[src/rtl/spi_slave_if_pkg.sv]
// -----------------------------------------------------------------------------
// spi_slave_if_pkg
// Shared definitions for the SPI slave bus interface: configuration register
// bit positions, the empty-marker bit of the read data word, the byte shifted
// out when the master clocks with nothing queued, FIFO depth, the link state
// encoding and small bit-order helpers used by the shift datapath.
// -----------------------------------------------------------------------------
package spi_slave_if_pkg;

    // Configuration register layout (written from din[2:0] on cmd)
    localparam int CFG_CPHA   = 0;
    localparam int CFG_CPOL   = 1;
    localparam int CFG_ENDIAN = 2;   // 0: MSB first, 1: LSB first

    // dout[8] flags "no byte available" on a read
    localparam int DOUT_EMPTY_BIT = 8;

    // Shifted out to the master when the TX FIFO has nothing queued
    localparam logic [7:0] TX_UNDERRUN_FILL = 8'hFF;

    // Depth of both byte FIFOs (power of two)
    localparam int FIFO_DEPTH = 4;

    // FLUSH holds the link quiet after reset until SS has been seen high
    // through a refilled synchronizer, so a transfer in flight at reset is
    // never picked up half way.
    typedef enum logic [1:0] {
        ST_FLUSH,
        ST_IDLE,
        ST_XFER
    } link_state_t;

    // First bit on the wire for the selected bit order
    function automatic logic head_bit(input logic [7:0] b, input logic lsb_first);
        return lsb_first ? b[0] : b[7];
    endfunction

    // Drop the bit just presented; refill with ones so an idle line stays high
    function automatic logic [7:0] shift_out(input logic [7:0] b, input logic lsb_first);
        return lsb_first ? {1'b1, b[7:1]} : {b[6:0], 1'b1};
    endfunction

    // Accumulate a received bit so the first bit lands at the correct end
    function automatic logic [7:0] shift_in(input logic [7:0] b, input logic in_bit,
                                            input logic lsb_first);
        return lsb_first ? {in_bit, b[7:1]} : {b[6:0], in_bit};
    endfunction

endpackage

[src/rtl/srl_fifo.sv]
// -----------------------------------------------------------------------------
// srl_fifo
// Shift-register FIFO: a push shifts every entry one slot deeper, the head is
// read from the slot selected by the fill count. The storage has no reset so
// it maps onto shift-register primitives; only the count is reset.
//
// Parameters: WIDTH data width, DEPTH entries (power of two, >= 2)
// Ports:
//   clk, rst      clock, asynchronous active-high reset
//   push, din     write strobe and data (ignored when full)
//   pop           read strobe (ignored when empty)
//   dout          current head, valid while !empty
//   full, empty   status
// -----------------------------------------------------------------------------
module srl_fifo #(
    parameter int WIDTH = 8,
    parameter int DEPTH = 4
) (
    input  logic             clk,
    input  logic             rst,
    input  logic             push,
    input  logic [WIDTH-1:0] din,
    input  logic             pop,
    output logic [WIDTH-1:0] dout,
    output logic             full,
    output logic             empty
);

    localparam int CW = $clog2(DEPTH + 1);
    localparam int AW = $clog2(DEPTH);

    logic [WIDTH-1:0] mem [DEPTH];
    logic [CW-1:0]    count;
    logic [AW-1:0]    rd_idx;
    logic             do_push;
    logic             do_pop;

    assign do_push = push & ~full;
    assign do_pop  = pop & ~empty;
    assign full    = (count == CW'(DEPTH));
    assign empty   = (count == '0);

    // Oldest entry sits at count-1; the truncation wraps count==DEPTH to the
    // last slot, which is why DEPTH must be a power of two.
    assign rd_idx = count[AW-1:0] - 1'b1;
    assign dout   = empty ? '0 : mem[rd_idx];

    always_ff @(posedge clk or posedge rst) begin
        if (rst) begin
            count <= '0;
        end else begin
            case ({do_push, do_pop})
                2'b10:   count <= count + 1'b1;
                2'b01:   count <= count - 1'b1;
                default: count <= count;
            endcase
        end
    end

    // A simultaneous push and pop shifts in the new entry while the head
    // index stays put, which now addresses the next-oldest entry.
    always_ff @(posedge clk) begin
        if (do_push) begin
            mem[0] <= din;
            for (int i = 1; i < DEPTH; i++) begin
                mem[i] <= mem[i-1];
            end
        end
    end

endmodule

[src/rtl/spi_slave_if.sv]
// -----------------------------------------------------------------------------
// spi_slave_if
// SPI slave with an 8-bit bus interface. SCK, SS and MOSI are oversampled by
// clk through SYNC_STAGES flops; edges are found by comparing the last
// synchronizer stage with one extra flop. Mode (CPOL/CPHA) and bit order come
// from a config register that may only change while SS is deasserted.
// Transmit bytes queue in a TX FIFO, received bytes in an RX FIFO.
//
// Optional feature: define SPI_SLV_OVR_EN to make ovr a sticky overrun flag
// (set when a byte completes with the RX FIFO full, cleared by any cmd).
// Without it ovr is tied low and such bytes are dropped silently.
//
// Ports:
//   clk, rst              system clock, asynchronous active-high reset
//   din[7:0]              TX byte on wr; config on cmd (b0 CPHA, b1 CPOL,
//                         b2 0=MSB first / 1=LSB first)
//   cmd, wr, rd           config write, TX byte write, RX byte read strobes
//   dout[8:0]             {0,byte} during a successful rd, else {1,8'h00}
//   ack                   registered acknowledge, one cycle after a strobe
//   ovr                   RX overrun flag
//   spi_sck, spi_ss,
//   spi_mosi              from the external master (SS active low)
//   spi_miso, spi_miso_oe data to the master and its enable
// SCK must run at no more than clk/8.
// -----------------------------------------------------------------------------
module spi_slave_if
    import spi_slave_if_pkg::*;
#(
    parameter int SYNC_STAGES = 2
) (
    input  logic       clk,
    input  logic       rst,
    input  logic [7:0] din,
    input  logic       cmd,
    input  logic       wr,
    input  logic       rd,
    output logic [8:0] dout,
    output logic       ack,
    output logic       ovr,
    input  logic       spi_sck,
    input  logic       spi_ss,
    input  logic       spi_mosi,
    output logic       spi_miso,
    output logic       spi_miso_oe
);

    logic [SYNC_STAGES-1:0] sck_sync, ss_sync, mosi_sync;
    logic        sck_d, ss_d;
    logic        sck_s, ss_s, mosi_s;

    logic [2:0]  cfg;
    logic        cpha, cpol, endian;

    link_state_t state, state_next;
    logic [1:0]  flush_cnt;
    logic        flush_done;
    logic        ss_fall, ss_rise, in_xfer;

    logic        sck_rise, sck_fall, lead_edge, trail_edge;
    logic        sample, shift, byte_done, load;
    logic [2:0]  bit_cnt;
    logic [7:0]  tx_shift, rx_shift, rx_next, load_byte;
    logic        miso_q;

    logic        tx_push, tx_pop, tx_full, tx_empty;
    logic        rx_push, rx_pop, rx_full, rx_empty;
    logic [7:0]  tx_head, rx_head;

    // Synchronizers plus one edge-detect flop for SCK and SS, reset to the
    // idle bus levels.
    always_ff @(posedge clk or posedge rst) begin
        if (rst) begin
            sck_sync  <= '0;
            ss_sync   <= '1;
            mosi_sync <= '0;
            sck_d     <= 1'b0;
            ss_d      <= 1'b1;
        end else begin
            sck_sync  <= {sck_sync[SYNC_STAGES-2:0], spi_sck};
            ss_sync   <= {ss_sync[SYNC_STAGES-2:0], spi_ss};
            mosi_sync <= {mosi_sync[SYNC_STAGES-2:0], spi_mosi};
            sck_d     <= sck_s;
            ss_d      <= ss_s;
        end
    end

    assign sck_s  = sck_sync[SYNC_STAGES-1];
    assign ss_s   = ss_sync[SYNC_STAGES-1];
    assign mosi_s = mosi_sync[SYNC_STAGES-1];

    assign cpha   = cfg[CFG_CPHA];
    assign cpol   = cfg[CFG_CPOL];
    assign endian = cfg[CFG_ENDIAN];

    assign sck_rise   = sck_s & ~sck_d;
    assign sck_fall   = ~sck_s & sck_d;
    assign lead_edge  = cpol ? sck_fall : sck_rise;
    assign trail_edge = cpol ? sck_rise : sck_fall;

    // The synchronizer comes out of reset reading SS high, so a transfer
    // already running would look like a fresh SS fall. The flush counter
    // waits until the chain holds real pin samples before leaving FLUSH.
    assign flush_done = (flush_cnt == 2'(SYNC_STAGES));

    always_ff @(posedge clk or posedge rst) begin
        if (rst) begin
            state     <= ST_FLUSH;
            flush_cnt <= '0;
        end else begin
            state <= state_next;
            if (state == ST_FLUSH && !flush_done) begin
                flush_cnt <= flush_cnt + 1'b1;
            end
        end
    end

    // Link FSM: SS falling starts a frame, SS rising ends it.
    always_comb begin
        state_next = state;
        ss_fall    = 1'b0;
        ss_rise    = 1'b0;
        in_xfer    = 1'b0;
        case (state)
            ST_FLUSH: begin
                if (flush_done && ss_s) state_next = ST_IDLE;
            end
            ST_IDLE: begin
                if (ss_d && !ss_s) begin
                    ss_fall    = 1'b1;
                    state_next = ST_XFER;
                end
            end
            ST_XFER: begin
                if (ss_s) begin
                    ss_rise    = 1'b1;
                    state_next = ST_IDLE;
                end else begin
                    in_xfer = 1'b1;
                end
            end
            default: state_next = ST_FLUSH;
        endcase
    end

    // With CPHA=0 the first bit is already on MISO from the load, so the
    // trailing edge after the last sample (counter back at 0) must not shift.
    always_comb begin
        sample    = in_xfer & (cpha ? trail_edge : lead_edge);
        shift     = in_xfer & (cpha ? lead_edge : trail_edge) & (cpha | (bit_cnt != 3'd0));
        byte_done = sample & (bit_cnt == 3'd7);
        load      = ss_fall | byte_done;
        rx_next   = shift_in(rx_shift, mosi_s, endian);
        load_byte = tx_empty ? TX_UNDERRUN_FILL : tx_head;
    end

    assign tx_pop  = load & ~tx_empty;
    assign tx_push = wr & ~tx_full;
    assign rx_push = byte_done & ~rx_full;
    assign rx_pop  = rd & ~rx_empty;

    // Bit counter, receive accumulator and transmit shifter with MISO register.
    always_ff @(posedge clk or posedge rst) begin
        if (rst) begin
            bit_cnt  <= 3'd0;
            rx_shift <= 8'h00;
            tx_shift <= TX_UNDERRUN_FILL;
            miso_q   <= 1'b1;
        end else begin
            if (ss_fall || ss_rise) begin
                bit_cnt <= 3'd0;
            end else if (sample) begin
                bit_cnt <= bit_cnt + 1'b1;
            end

            if (sample) begin
                rx_shift <= rx_next;
            end

            if (load) begin
                if (!cpha) begin
                    miso_q   <= head_bit(load_byte, endian);
                    tx_shift <= shift_out(load_byte, endian);
                end else begin
                    tx_shift <= load_byte;
                end
            end else if (shift) begin
                miso_q   <= head_bit(tx_shift, endian);
                tx_shift <= shift_out(tx_shift, endian);
            end
        end
    end

    // Config changes are refused mid-frame but the strobe is still acked.
    always_ff @(posedge clk or posedge rst) begin
        if (rst) begin
            cfg <= 3'b000;
            ack <= 1'b0;
        end else begin
            ack <= tx_push | rd | cmd;
            if (cmd && ss_s) begin
                cfg <= din[2:0];
            end
        end
    end

`ifdef SPI_SLV_OVR_EN
    logic rx_drop;
    logic ovr_q;

    assign rx_drop = byte_done & rx_full;

    // Overrun wins over a cmd clear in the same cycle so no drop is missed.
    always_ff @(posedge clk or posedge rst) begin
        if (rst) begin
            ovr_q <= 1'b0;
        end else if (rx_drop) begin
            ovr_q <= 1'b1;
        end else if (cmd) begin
            ovr_q <= 1'b0;
        end
    end

    assign ovr = ovr_q;
`else
    assign ovr = 1'b0;
`endif

    always_comb begin
        dout = '0;
        if (rx_pop) begin
            dout[7:0] = rx_head;
        end else begin
            dout[DOUT_EMPTY_BIT] = 1'b1;
        end
    end

    assign spi_miso    = miso_q;
    assign spi_miso_oe = ~ss_s;

    srl_fifo #(.WIDTH(8), .DEPTH(FIFO_DEPTH)) u_tx_fifo (
        .clk   (clk),
        .rst   (rst),
        .push  (tx_push),
        .din   (din),
        .pop   (tx_pop),
        .dout  (tx_head),
        .full  (tx_full),
        .empty (tx_empty)
    );

    srl_fifo #(.WIDTH(8), .DEPTH(FIFO_DEPTH)) u_rx_fifo (
        .clk   (clk),
        .rst   (rst),
        .push  (rx_push),
        .din   (rx_next),
        .pop   (rx_pop),
        .dout  (rx_head),
        .full  (rx_full),
        .empty (rx_empty)
    );

endmodule
[config.mk]
export PLATFORM = sky130hd
export DESIGN_NAME = spi_slave_if
export DESIGN_NICKNAME = d
export VERILOG_FILES = /design/src/rtl/spi_slave_if_pkg.sv /design/src/rtl/srl_fifo.sv /design/src/rtl/spi_slave_if.sv
export SDC_FILE = /design/constraint.sdc
export NUM_CORES = 1
export LEC_CHECK = 0
export CAP_MARGIN = 20
export CELL_PAD_IN_SITES_DETAIL_PLACEMENT = 1
export CELL_PAD_IN_SITES_GLOBAL_PLACEMENT = 1
export CORE_ASPECT_RATIO = 1.75
export CORE_MARGIN = 5
export CORE_UTILIZATION = 50
export DETAILED_ROUTE_END_ITERATION = 6
export HOLD_SLACK_MARGIN = 0.1
export PLACE_DENSITY_LB_ADDON = 0.25
export SLEW_MARGIN = 10
export SYNTH_ARGS = -nofsm -noshare
export SYNTH_HDL_FRONTEND = slang
export SYNTH_HIERARCHICAL = 1
export SYNTH_SLANG_ARGS = --single-unit
export TNS_END_PERCENT = 100
[constraint.sdc]
create_clock -name clk -period 3.3 [get_ports clk]
set_clock_uncertainty 0.2 [all_clocks]
set_input_delay 0.33 -clock clk [delete_from_list [all_inputs] [get_ports clk]]
set_output_delay 0.33 -clock clk [all_outputs]
set_load 0.005 [all_outputs]
==> results of run 1 <==
## layout by cell type, fill, tap and decap left out, types with 5 or more instances in the layout
master / count
edfxtp_1: 64
mux2_2: 38
dfrtp_1: 30
nor2_1: 27
clkdlybuf4s50_1: 27
inv_1: 22
mux4_2: 16
nor2b_4: 16
buf_4: 12
dfstp_2: 12
clkbuf_16: 10
and2_1: 8
ha_1: 8
nand2_1: 7
a221o_1: 7
mux2i_1: 6
a21oi_1: 5
nor2b_1: 5
## per-layer routing
| metal | share of wire | routed length [µm] | vias to the layer above |
|---|---|---|---|
| li1 | - | - | 1236 |
| met4 | 0.017 | 153 | 0 |
| met1 | 0.36 | 3190 | 1331 |
| met2 | 0.59 | 5170 | 35 |
| met3 | 0.028 | 245 | 11 |
| met5 | 0 | 0 | - |
## cell usage after synthesis (5+ instances only)
| library cell | count | area, µm² |
|---|---|---|
| inv_1 | 22 | 82.6 |
| dfstp_2 | 12 | 315 |
| a221o_1 | 7 | 70.1 |
| nand2_1 | 7 | 26.3 |
| and2_1 | 8 | 50.1 |
| ha_1 | 8 | 100 |
| nor2b_4 | 16 | 220 |
| clkbuf_1 | 5 | 18.8 |
| mux2_2 | 38 | 428 |
| edfxtp_1 | 64 | 1920 |
| a21oi_1 | 5 | 25.0 |
| mux2i_1 | 6 | 60.1 |
| buf_2 | 6 | 30.0 |
| mux4_2 | 16 | 360 |
| nor2b_1 | 7 | 43.8 |
| nor2_1 | 27 | 101 |
| dfrtp_1 | 30 | 751 |
## sequential cells by signal, indices dropped and copies added, names as in the netlist
register and count:
ack 1, cfg 3, bit_cnt 3, state 2, tx_shift 8, ss_d 1, mosi_sync 2, sck_sync 2
rx_shift 8, flush_cnt 2, u_rx_fifo/count 3, spi_miso 1, u_tx_fifo/count 3, u_rx_fifo/mem 32, ss_sync 2, sck_d 1
u_tx_fifo/mem 32
## cell families after synthesis
logic type / synth area share
flip-flops: 0.603
AND/OR/NAND/NOR: 0.108
multiplexers: 0.171
buffers and inverters: 0.0376
AO/OA/AOI/OAI: 0.0376
adder cells (fa/ha/maj): 0.0283
XOR/XNOR: 0.0141
other: 0.000756
## area by class of cell
class	count	area (µm²)	area share
Timing Repair Buffer	41	395	0.0690
Multi-Input combinational cell	180	1790	0.312
Clock inverter	5	77.6	0.0135
Sequential cell	106	2990	0.521
Inverter	22	82.6	0.0144
Tap cell	125	156	0.0273
Clock buffer	11	243	0.0424
## worst reg2reg max path, delay by kind of cell (launching register included)
family          cells  cell delay, ps
fa+ha+maj           2             580
xor+xnor            3             550
flops               1             440
simple gates        3             370
mux                 1             340
compound gates      1             210
buf+inv             1              60
## repair_timing
| action | in CTS | in global routing |
|---|---|---|
| hold endpoints to repair | 7 | 0 |
| buffers inserted | 0 | 0 |
| hold buffers | 1 | 0 |
## through the flow
| step | instances | util | hold slack, ps | area (µm²) |
|---|---|---|---|---|
| 2_1_floorplan | 326 | - | -116 | 4960 |
| 3_3_place_gp | 472 | 0.549 | 137 | 5380 |
| 3_5_place_dp | 472 | 0.549 | 138 | 5380 |
| 4_1_cts | 489 | 0.583 | 154 | 5710 |
| 5_1_grt | 490 | 0.585 | 159 | 5730 |
| 6_report | 490 | 0.585 | 151 | 5730 |
## final timing paths
check | end | slack (ps) | startpoint | depth (start not counted)
min in group asynchronous | ack$_DFF_PP0_ | 580 | rst | 3
hold / removal | mosi_sync[1]$_DFF_PP0_ | 150 | mosi_sync[0]$_DFF_PP0_ | 0
hold reg to reg | mosi_sync[1]$_DFF_PP0_ | 150 | mosi_sync[0]$_DFF_PP0_ | 0
setup reg to reg | u_tx_fifo/count[2]$_DFFE_PP0P_ | 480 | cfg[1]$_DFFE_PP0P_ | 11
setup / recovery | dout[0] | 390 | u_rx_fifo/count[0]$_DFFE_PP0P_ | 6
max in group asynchronous | ss_sync[0]$_DFF_PP1_ | 1670 | rst | 4
## power by group
group	leakage, nW	switching, W	internal [W]
registers	1.10	0.000140	0.00172
clock network	0.156	0.000446	0.000683
logic	1.04	0.000835	0.00112
total	2.30	0.00142	0.00352
==> flow_summary.json, run 1 <==
{
  "hpwl_mm": 6.34,
  "grtUsageMet2": 0.294,
  "wirelength_mm": 8.76,
  "clock.fmax_mhz": 344,
  "status": "complete, no violations",
  "ys_seq_area_frac": 0.603,
  "setup_ws_ps": 392,
  "io_pins": 29,
  "ys_types": 42,
  "vias": 2613,
  "numClockSinks": 106,
  "num_antenna_cells": 0,
  "initial_utilization": 0.506,
  "critPathCaptureType": "output pin",
  "cts_buffers": 9,
  "clockBufferDepth": 2,
  "path_class": "reg -> out",
  "start_kind": "flop",
  "overflow": 0,
  "synth_edf_count": 64,
  "htreeDepth": 3,
  "slew_viol_final": 0,
  "busiest_layer": "met2",
  "dr.first_iter.drc_count": 79,
  "drv_cap": 0,
  "synth_seq_cells": 106,
  "core_um2": 9790,
  "synth_cells": 326,
  "slew_headroom": 0.588,
  "worstPathArrival_ps": 2380,
  "vias_per_cell": 5.33,
  "cts_resized": 0,
  "die_area_um2": 12100,
  "grt_pass1_vias": 2822,
  "clock_latency_ps": 340,
  "syn_to_final_growth_pct": 15.6,
  "dr.pass1.iters": 4,
  "power_density_nw_per_um2": 862,
  "ir_worst_vdd_mv": 0.502,
  "nets": 386,
  "ys.flop_type": "edfxtp_1",
  "cp_top_family": "buffers and inverters",
  "crit_required_ps": 2770,
  "grt_setup_unrepaired": "no",
  "gr-usage-met1": 0.167,
  "grt_max_degree": 36,
  "grtUsageMet3": 0.0366,
  "path_cells": "inv_1 -> ha_1 -> mux4_2 -> nor2b_4 -> and2_1 -> clkdlybuf4s50_1",
  "die_x_um": 85.3,
  "hold_viol_final": 0,
  "worst_path_largest_cell_delay_ps": 510,
  "synth.net_count": 352,
  "wl_per_cell_um": 17.9,
  "period_share": 0.881,
  "die_h_um": 142,
  "antenna_left": 0,
  "final_layout_size_suffix_gt1_frac": 0.310,
  "yosysWarnings": 6,
  "leakagePower_nw": 2.30,
  "num_rows": 48,
  "synthArstFlopShare": 0.396,
  "cts_tree": "done",
  "layout_min_cycle_time_ps": 2910,
  "cp_slowest_cell": "ha_1",
  "antenna_found_initial": 0,
  "fill_cells": 935,
  "grt_pass1_wl_mm": 14.4,
  "clockRootBuffer": "clkbuf_16",
  "total_power_w": 0.00494,
  "clk_pin_slew_worst_paths_ps": 70,
  "portBuffers": 27,
  "gp_congestion": 0.775,
  "pre_cts_ws_ps": 512,
  "path_max_fanout": 8,
  "synth_area_um2": 4960,
  "setup_viol_count_final": 0,
  "cp_num_buf_inv": 2,
  "synth_area_per_cell_um2": 15.2,
  "grt_use_total": 0.157,
  "final.setup.tns_ps": 0,
  "route.detailed.drc": 0,
  "hp-class": "reg -> reg",
  "tightestPinTransition_ps": 616
}
No activity file was read; power rests on OpenSTA's default activity.
==> inputs of run 2 (changes only) <==
PLACE_DENSITY = 0.83   (was unset)
PLACE_DENSITY_LB_ADDON = unset   (was 0.25)
==> run 2 against run 1 <==
Compared with the run above:
- critical path depth up 1
- sequential share of layout area is 0.23 points higher
- global-route usage increased by 0.84 points
- routed wire length grew 3.7%
- fmax decreased by 4.5%
- worst hold slack worse by 2.4 ps
- final cell count fell by 0.41%
- register-to-register slack better by 100 ps
- setup slack worse by 140 ps
- clock-buffer cell count is 1 higher
==> flow_summary.json, run 2 (synthesis results as in run 1) <==
{
  "swShare": 0.288,
  "path_max_fanout": 10,
  "status": "complete, no violations",
  "syn_to_final_growth_pct": 15.1,
  "grt_max_degree": 37,
  "seq_power_share": 0.379,
  "worst_path_largest_cell_delay_ps": 510,
  "grt_setup_unrepaired": "no",
  "final_cell_mix": "edfxtp_1 (64), mux2_2 (38), dfrtp_1 (30)",
  "vias_per_cell": 5.40,
  "dr.first_iter.drc_count": 95,
  "p_comb_frac": 0.390,
  "cp_slowest_cell": "nor2b_4",
  "antenna_found_initial": 0,
  "slew_headroom": 0.619,
  "grt_pass1_wl_mm": 15.4,
  "setup_viol_count_final": 0,
  "clk_pin_slew_worst_paths_ps": 70,
  "path_cells": "inv_1 -> ha_1 -> nor2b_4 -> nor2b_1 -> buf_4 -> and2_1 -> clkdlybuf4s50_1",
  "start_kind": "flop",
  "htreeDepth": 3,
  "layout_min_cycle_time_ps": 3040,
  "leakagePower_nw": 2.28,
  "initial_utilization": 0.506,
  "tightestPinTransition_ps": 570,
  "clockPowerShare": 0.232,
  "cts_tree": "done",
  "num_antenna_cells": 0,
  "clock.fmax_mhz": 328,
  "clockBufferDepth": 2,
  "core_um2": 9790,
  "slew_viol_final": 0,
  "period_share": 0.923,
  "crit_required_ps": 2770,
  "grt_use_total": 0.165,
  "nets": 384,
  "clock_latency_ps": 350,
  "die_x_um": 85.3,
  "power_density_nw_per_um2": 865,
  "path_class": "reg -> out",
  "die_h_um": 142,
  "gp_congestion": 0.718,
  "wirelength_mm": 9.08,
  "num_rows": 48,
  "worstPathArrival_ps": 2510,
  "portBuffers": 27,
  "final.setup.tns_ps": 0,
  "grt_pass1_vias": 3037,
  "hold_viol_final": 0,
  "critPathCaptureType": "output pin",
  "dr.pass1.iters": 4,
  "antenna_left": 0,
  "placed_cell_area_um2": 5370,
  "top_regs": "u_rx_fifo/mem x32, u_tx_fifo/mem x32",
  "p_sw_w": 0.00142,
  "layout_commonest_cell": "edfxtp_1",
  "fin_area_um2": 5710,
  "post_cts_buffers": 0,
  "hp-class": "reg -> reg",
  "io_pins": 29,
  "fin_util": 0.583,
  "clockRootBuffer": "clkbuf_16",
  "total_power_w": 0.00493,
  "hpwl_mm": 6.60,
  "ir_worst_vdd_mv": 0.420,
  "die_area_um2": 12100,
  "final_layout_size_suffix_gt1_frac": 0.303,
  "route.detailed.drc": 0,
  "internal-power_w": 0.00351,
  "drv_cap": 0,
  "setup_ws_ps": 256,
  "vias": 2636,
  "fill_cells": 945,
  "wl_per_cell_um": 18.6,
  "pre_cts_ws_ps": 208,
  "overflow": 0,
  "cts_buffers": 9,
  "r2r_slack_ps": 580,
  "numClockSinks": 106
}
## run 2: cell type report
| type | instances | area (µm²) | area share |
|---|---|---|---|
| Sequential cell | 106 | 2990 | 0.524 |
| Multi-Input combinational cell | 180 | 1790 | 0.314 |
| Clock buffer | 12 | 246 | 0.0432 |
| Clock inverter | 4 | 76.3 | 0.0134 |
| Inverter | 22 | 82.6 | 0.0145 |
| Tap cell | 125 | 156 | 0.0274 |
| Timing Repair Buffer | 39 | 363 | 0.0636 |
## run 2: final timing paths
| check | start | end | cells past startpoint |
|---|---|---|---|
| max in group asynchronous | rst | ss_d$_DFF_PP1_ | 4 |
| worst max-delay path | u_rx_fifo/count[0]$_DFFE_PP0P_ | dout[0] | 7 |
| min in group asynchronous | rst | u_rx_fifo/count[1]$_DFFE_PP0P_ | 3 |
| worst min-delay path | sck_sync[0]$_DFF_PP0_ | sck_sync[1]$_DFF_PP0_ | 0 |
| worst min register to register | sck_sync[0]$_DFF_PP0_ | sck_sync[1]$_DFF_PP0_ | 0 |
| worst max register to register | cfg[1]$_DFFE_PP0P_ | u_tx_fifo/count[2]$_DFFE_PP0P_ | 11 |
## run 2: power by group through the flow
stage          registers, W  clock network [W]  logic, W
6_report            0.00187            0.00114   0.00192
5_1_grt             0.00189            0.00124   0.00211
4_1_cts             0.00187            0.00118   0.00196
3_5_place_dp        0.00189                  0   0.00194
3_3_place_gp        0.00186                  0   0.00185
2_1_floorplan       0.00182                  0   0.00152
## run 2: per-stage QoR
| stage | cells | hold WS, ps |
|---|---|---|
| 3_3_place_gp | 471 | 133 |
| 4_1_cts | 488 | 151 |
| 3_5_place_dp | 471 | 136 |
| 2_1_floorplan | 326 | -116 |
| 5_1_grt | 488 | 156 |
| 6_report | 488 | 149 |
## run 2: layer usage
layer,part of all wire,track usage,wire (µm),vias to the layer above
met1,0.39,0.185,3560,1367
met5,0,0,0,-
li1,-,-,-,1228
met4,0.016,0.0567,141,0
met2,0.57,0.305,5140,32
met3,0.027,0.0360,242,9
## run 2: timing repair
action                     4_1_cts  5_1_grt
setup endpoints to repair        9        0
hold buffers                     1        0
hold endpoints to repair         6        0
gates resized for setup          1        0
## run 2: worst max-delay path: cells and delay by family, from the launching register on
family | cells | cell delay [ps]
adders and majority gates | 1 | 190
buffers and inverters | 3 | 760
DFF | 1 | 400
and+or+nand+nor | 3 | 820
